[src/rtl/crtc_reg_writer.sv]
// Sequencer that turns cursor/shape/control/raw requests into timed CRTC register
// bus write cycles, keeping shadow copies of the write-only registers.
module crtc_reg_writer #(
    parameter int SETUP_CYCLES = 1,
    parameter int PULSE_CYCLES = 2,
    parameter int HOLD_CYCLES  = 1
) (
    input  logic        clk,
    input  logic        reset,
    input  logic        req_valid,
    output logic        req_ready,
    input  logic [1:0]  req_kind,
    input  logic [15:0] req_data,
    output logic        done,
    output logic [7:0]  cpu_data,
    output logic [1:0]  cpu_address,
    output logic        n_write,
    output logic        data_oe,
    output logic [10:0] shadow_match_address,
    output logic        shadow_cursor_disable,
    output logic [3:0]  shadow_start_scanline,
    output logic [3:0]  shadow_end_scanline,
    output logic        shadow_screen_blank,
    output logic        shadow_extended_bg_colours
);

    localparam int MAX_CYCLES = (SETUP_CYCLES > PULSE_CYCLES)
                              ? ((SETUP_CYCLES > HOLD_CYCLES) ? SETUP_CYCLES : HOLD_CYCLES)
                              : ((PULSE_CYCLES > HOLD_CYCLES) ? PULSE_CYCLES : HOLD_CYCLES);
    localparam int CNT_W = (MAX_CYCLES < 2) ? 1 : $clog2(MAX_CYCLES);

    localparam logic [CNT_W-1:0] SETUP_LOAD = CNT_W'(SETUP_CYCLES - 1);
    localparam logic [CNT_W-1:0] PULSE_LOAD = CNT_W'(PULSE_CYCLES - 1);
    localparam logic [CNT_W-1:0] HOLD_LOAD  = CNT_W'(HOLD_CYCLES - 1);
    localparam logic             HOLD_IS_ONE = (HOLD_CYCLES == 1);

    typedef enum logic [1:0] {S_IDLE, S_SETUP, S_PULSE, S_HOLD} state_t;

    state_t           r_state;
    logic [CNT_W-1:0] r_count;
    logic             r_req_ready;
    logic             r_done;
    logic [7:0]       r_cpu_data;
    logic [1:0]       r_cpu_address;
    logic             r_n_write;
    logic             r_data_oe;
    logic             r_second_pending;
    logic [7:0]       r_second_data;
    logic [10:0]      r_match_address;
    logic             r_cursor_disable;
    logic [3:0]       r_start_scanline;
    logic [3:0]       r_end_scanline;
    logic             r_screen_blank;
    logic             r_ext_bg;

    logic       w_accept;
    logic       w_count_zero;
    logic [1:0] w_first_address;
    logic [7:0] w_first_data;
    logic       w_second_pending;
    logic [7:0] w_second_data;
    logic       w_unused;

    assign w_accept     = req_valid && r_req_ready;
    assign w_count_zero = (r_count == '0);
    assign w_unused     = ^req_data[14:11];

    // Request decode: first write of every kind, plus the reg1 write of a cursor position.
    always_comb begin
        w_first_address  = 2'd0;
        w_first_data     = 8'h00;
        w_second_pending = 1'b0;
        w_second_data    = req_data[7:0];
        case (req_kind)
            2'd0: begin
                w_first_address  = 2'd0;
                w_first_data     = {req_data[15], 4'b0000, req_data[10:8]};
                w_second_pending = 1'b1;
            end
            2'd1: begin
                w_first_address = 2'd2;
                w_first_data    = req_data[7:0];
            end
            2'd2: begin
                w_first_address = 2'd3;
                w_first_data    = {3'b000, req_data[4], 3'b000, req_data[0]};
            end
            default: begin
                w_first_address = req_data[9:8];
                w_first_data    = req_data[7:0];
            end
        endcase
    end

    always_ff @(posedge clk or posedge reset) begin
        if (reset) begin
            r_state          <= S_IDLE;
            r_count          <= '0;
            r_req_ready      <= 1'b1;
            r_done           <= 1'b0;
            r_cpu_data       <= 8'h00;
            r_cpu_address    <= 2'd0;
            r_n_write        <= 1'b1;
            r_data_oe        <= 1'b0;
            r_second_pending <= 1'b0;
            r_second_data    <= 8'h00;
            r_match_address  <= 11'd0;
            r_cursor_disable <= 1'b0;
            r_start_scanline <= 4'd13;
            r_end_scanline   <= 4'd14;
            r_screen_blank   <= 1'b0;
            r_ext_bg         <= 1'b0;
        end else begin
            // NOTE: done defaults low here so it is a single-cycle pulse without extra clear logic.
            r_done <= 1'b0;
            case (r_state)
                S_IDLE: begin
                    if (w_accept) begin
                        r_state          <= S_SETUP;
                        r_count          <= SETUP_LOAD;
                        r_cpu_address    <= w_first_address;
                        r_cpu_data       <= w_first_data;
                        r_second_pending <= w_second_pending;
                        r_second_data    <= w_second_data;
                        r_data_oe        <= 1'b1;
                        r_req_ready      <= 1'b0;
                    end
                end
                S_SETUP: begin
                    if (w_count_zero) begin
                        r_state   <= S_PULSE;
                        r_count   <= PULSE_LOAD;
                        r_n_write <= 1'b0;
                    end else begin
                        r_count <= r_count - 1'b1;
                    end
                end
                S_PULSE: begin
                    if (w_count_zero) begin
                        r_state   <= S_HOLD;
                        r_count   <= HOLD_LOAD;
                        r_n_write <= 1'b1;
                        r_done    <= HOLD_IS_ONE && !r_second_pending;
                        // Shadows follow the register file, which latches on this rising strobe.
                        case (r_cpu_address)
                            2'd0: begin
                                r_cursor_disable      <= r_cpu_data[7];
                                r_match_address[10:8] <= r_cpu_data[2:0];
                            end
                            2'd1: r_match_address[7:0] <= r_cpu_data;
                            2'd2: begin
                                r_end_scanline   <= r_cpu_data[7:4];
                                r_start_scanline <= r_cpu_data[3:0];
                            end
                            default: begin
                                r_screen_blank <= r_cpu_data[4];
                                r_ext_bg       <= r_cpu_data[0];
                            end
                        endcase
                    end else begin
                        r_count <= r_count - 1'b1;
                    end
                end
                default: begin
                    if (w_count_zero) begin
                        if (r_second_pending) begin
                            r_state          <= S_SETUP;
                            r_count          <= SETUP_LOAD;
                            r_cpu_address    <= 2'd1;
                            r_cpu_data       <= r_second_data;
                            r_second_pending <= 1'b0;
                        end else begin
                            r_state     <= S_IDLE;
                            r_data_oe   <= 1'b0;
                            r_req_ready <= 1'b1;
                        end
                    end else begin
                        r_count <= r_count - 1'b1;
                        r_done  <= (r_count == CNT_W'(1)) && !r_second_pending;
                    end
                end
            endcase
        end
    end

    assign req_ready                  = r_req_ready;
    assign done                       = r_done;
    assign cpu_data                   = r_cpu_data;
    assign cpu_address                = r_cpu_address;
    assign n_write                    = r_n_write;
    assign data_oe                    = r_data_oe;
    assign shadow_match_address       = r_match_address;
    assign shadow_cursor_disable      = r_cursor_disable;
    assign shadow_start_scanline      = r_start_scanline;
    assign shadow_end_scanline        = r_end_scanline;
    assign shadow_screen_blank        = r_screen_blank;
    assign shadow_extended_bg_colours = r_ext_bg;

endmodule

[config.mk]
export PLATFORM = sky130hd
export DESIGN_NAME = crtc_reg_writer
export DESIGN_NICKNAME = d
export VERILOG_FILES = /design/src/rtl/crtc_reg_writer.sv
export SDC_FILE = /design/constraint.sdc
export NUM_CORES = 1
export LEC_CHECK = 0
export CAP_MARGIN = 20
export CORE_UTILIZATION = 60
export CTS_BUF_LIST = sky130_fd_sc_hd__clkbuf_8 sky130_fd_sc_hd__clkbuf_16
export CTS_CLUSTER_SIZE = 40
export DETAILED_ROUTE_END_ITERATION = 6
export DONT_BUFFER_PORTS = 1
export HOLD_SLACK_MARGIN = 0.15
export PLACE_DENSITY = 0.81
export SETUP_SLACK_MARGIN = 0.02
export SYNTH_ARGS = -nofsm -noshare
export SYNTH_HDL_FRONTEND = slang
export SYNTH_SLANG_ARGS = --single-unit
[constraint.sdc]
create_clock -name clk -period 2.2 [get_ports clk]
set_input_delay 0 -clock clk [delete_from_list [all_inputs] [get_ports clk]]
set_output_delay 0 -clock clk [all_outputs]
set_load 0.005 [all_outputs]
==> out/results.ini <==
[logic_synthesis]
ys.flop_type=dfrtp_1
syn_area_sq_mm=0.00231
yosysSeqAreaShare=0.524
synth_top_family_by_area=simple AND/OR/NAND/NOR gates
synth-edff-count=0
synthArstFlopShare=1.00
ys_types=40
synth_compound_area_frac=0.110
synth_top_area_frac=0.433
synth_warnings=0
muxShareOfSynthArea=0.130
yosysTopAreaCell=dfrtp_1
syn-num-nets=238
synth_simple_gate_area_frac=0.133
synth.top_cells.by_count=dfrtp_1 (40), nand2_1 (26), mux2_2 (25), a21oi_1 (15), nor2_1 (14)
synth-adder-area-share=0.0649
synthCells=205
ys_seq_elements=48
synth.avg_cell_area_sq_um=11.3
synthTopCellsByArea=dfrtp_1 (43%), mux2_2 (12%), dfstp_2 (9.1%)
yosysMostFrequentCell=dfrtp_1
synth-xor-area-share=0

[detailed_routing]
first_pass_iters=4
routed_wl_mm=4.99
drt_iter0_markers=55
ant_nets=0
viasPerCell=5.88
wl_per_cell_microns=18.1
route.vias.total=1617
drc=0

[worst_setup_path]
cp-end-kind=flop
r2r_slack_ns=0.17
reg2reg_from=r_state[1]$_DFFE_PP0P_
path_max_fanout=20
crit_required_ns=2.39
start_kind=flop
crit_arrival_ns=2.23
worst-setup-path-type=flop to flop
critPathLaunch=r_state[1]$_DFFE_PP0P_

[clock_network]
post_cts_resized=0
ctsHtreeMaxLevel=2
clk_pin_slew_ns=0.08
cts_tree=yes
cts_buffers=5
numClockSinks=48
clockBufferDepth=2
clock_latency_ns=0.31
clockRootBuffer=clkbuf_8

[min_path]
hold_path_class=primary input to flop
worstHoldStart=req_kind[1]

[cells_and_area]
final_nets=260
multi_input_area_sq_mm=0.00101
fillers=279
design_area_sq_mm=0.00266
register_area_sq_mm=0.00121
syn2layout_area_growth_pct=14.8
final_core_util=0.720
layout-drive-gt1-share=0.247
n_antenna_cell=0

[die]
rows=22
die_w_microns=64.1
initial_core_util=0.627
die_h_microns=64.1
die-area_sq_mm=0.00411
core_sq_mm=0.00369
ios=57

[placement]
io_buffers=0
postPlaceCellArea_sq_mm=0.00236
dp.final_hpwl_mm=3.35
post-place-ws_ns=0.133
place_congestion=0.780

[timing]
setup_ws_ns=0.166
hold_viol_final=0
relSlewSlack=0.613
setup_violations=0
max_freq_mhz=492
rsz0062_at_grt=false
period_needed_ns=2.03
skew_ns=0.00628
max_slew.worst_pin.slew_ns=0.579
min_period_over_period=0.924
fin_tns_setup_ns=0
slew_violations=0

[global_routing]
grt_max_degree=49
grt_pass1_wl_mm=8.06
grt_use_total=0.265
grt_pass1_vias=1755
antenna_found_initial=0
overflow=0

[run_status]
status=finished, final reports clean

[job]
cap_viol_max_count=0

[power_and_ir_drop]
peakVddDrop_mv=0.962
p_per_area_mw_per_mm2=1420
p_leak_nw=1.19

## kinds of logic after synthesis
group	count (synthesis)
simple gates	60
fa+ha+maj	12
compound gates	39
mux	27
flops	48
buf+inv	19
## routing by layer
metal | track usage | vias up | part of all wire
li1 | - | 743 | -
met1 | 0.283 | 811 | 0.37
met2 | 0.476 | 49 | 0.55
met3 | 0.0893 | 14 | 0.058
met4 | 0.108 | 0 | 0.026
met5 | 0 | - | 0
## worst paths after layout
check / to / cells past startpoint
worst min register to register: r_second_data[5]$_DFFE_PP0P_ / 2
min in group asynchronous: shadow_extended_bg_colours$_DFFE_PP0P_ / 3
worst min-delay path: cpu_data[5]$_DFFE_PP0P_ / 4
max in group asynchronous: req_ready$_DFFE_PP1P_ / 4
worst max register to register: r_state[1]$_DFFE_PP0P_ / 6
worst max-delay path: r_state[1]$_DFFE_PP0P_ / 6
## metrics by stage
step	cells	hold WS (ns)	power, mW
3_3_place_gp	249	0.110	3.04
5_1_grt	275	0.206	4.04
3_5_place_dp	249	0.115	3.15
2_1_floorplan	205	0.105	2.82
4_1_cts	271	0.161	3.73
6_report	275	0.187	3.78
## cell usage in the layout (no fill, tap or decap), types with 2 or more instances in the layout
cell           instances
o21ai_0                6
buf_12                 2
nand2b_1               2
o21a_1                 3
nor3_1                 3
dfstp_2                8
nor2_1                14
o31ai_1                2
a31oi_1                2
dfrtp_1               40
nand2_1               26
dlygate4sd3_1         16
clkbuf_8               6
nor3b_1                2
buf_4                  5
nor2b_1                4
o22ai_1                3
ha_1                  12
mux2i_1                2
inv_2                  2
mux2_2                25
inv_1                  9
a21oi_1               15
## sequential cells by signal, summed over array words and instances (netlist names)
name                        flops
shadow_screen_blank             1
r_state                         2
shadow_end_scanline             4
shadow_start_scanline           4
r_second_data                   8
r_count                         1
shadow_extended_bg_colours      1
data_oe                         1
n_write                         1
cpu_data                        8
cpu_address                     2
r_second_pending                1
done                            1
shadow_cursor_disable           1
shadow_match_address           11
req_ready                       1
## power by group
group / switching [mW] / internal, mW
Combinational: 0.761 / 0.718
Clock: 0.283 / 0.251
Sequential: 0.413 / 1.35
## critical path, cell delays in order (launching register included)
cell	delay [ns]
dfrtp_1	0.44
inv_1	0.15
ha_1	0.21
buf_4	0.24
a21boi_0	0.43
a21oi_1	0.15
mux2_2	0.31
## final cells by class
type / count / share of cell area
Clock buffer: 6 / 0.0311
Clock inverter: 1 / 0.00330
Inverter: 11 / 0.0156
Multi-Input combinational cell: 138 / 0.382
Sequential cell: 48 / 0.456
Tap cell: 48 / 0.0226
Timing Repair Buffer: 23 / 0.0895
## what timing repair did
item | CTS | global route
setup endpoints to repair | 0 | 3
hold endpoints to repair | 61 | 2
hold buffers | 15 | 1
buffers inserted | 0 | 2
Note: power is estimated with default switching activity, not from simulation.
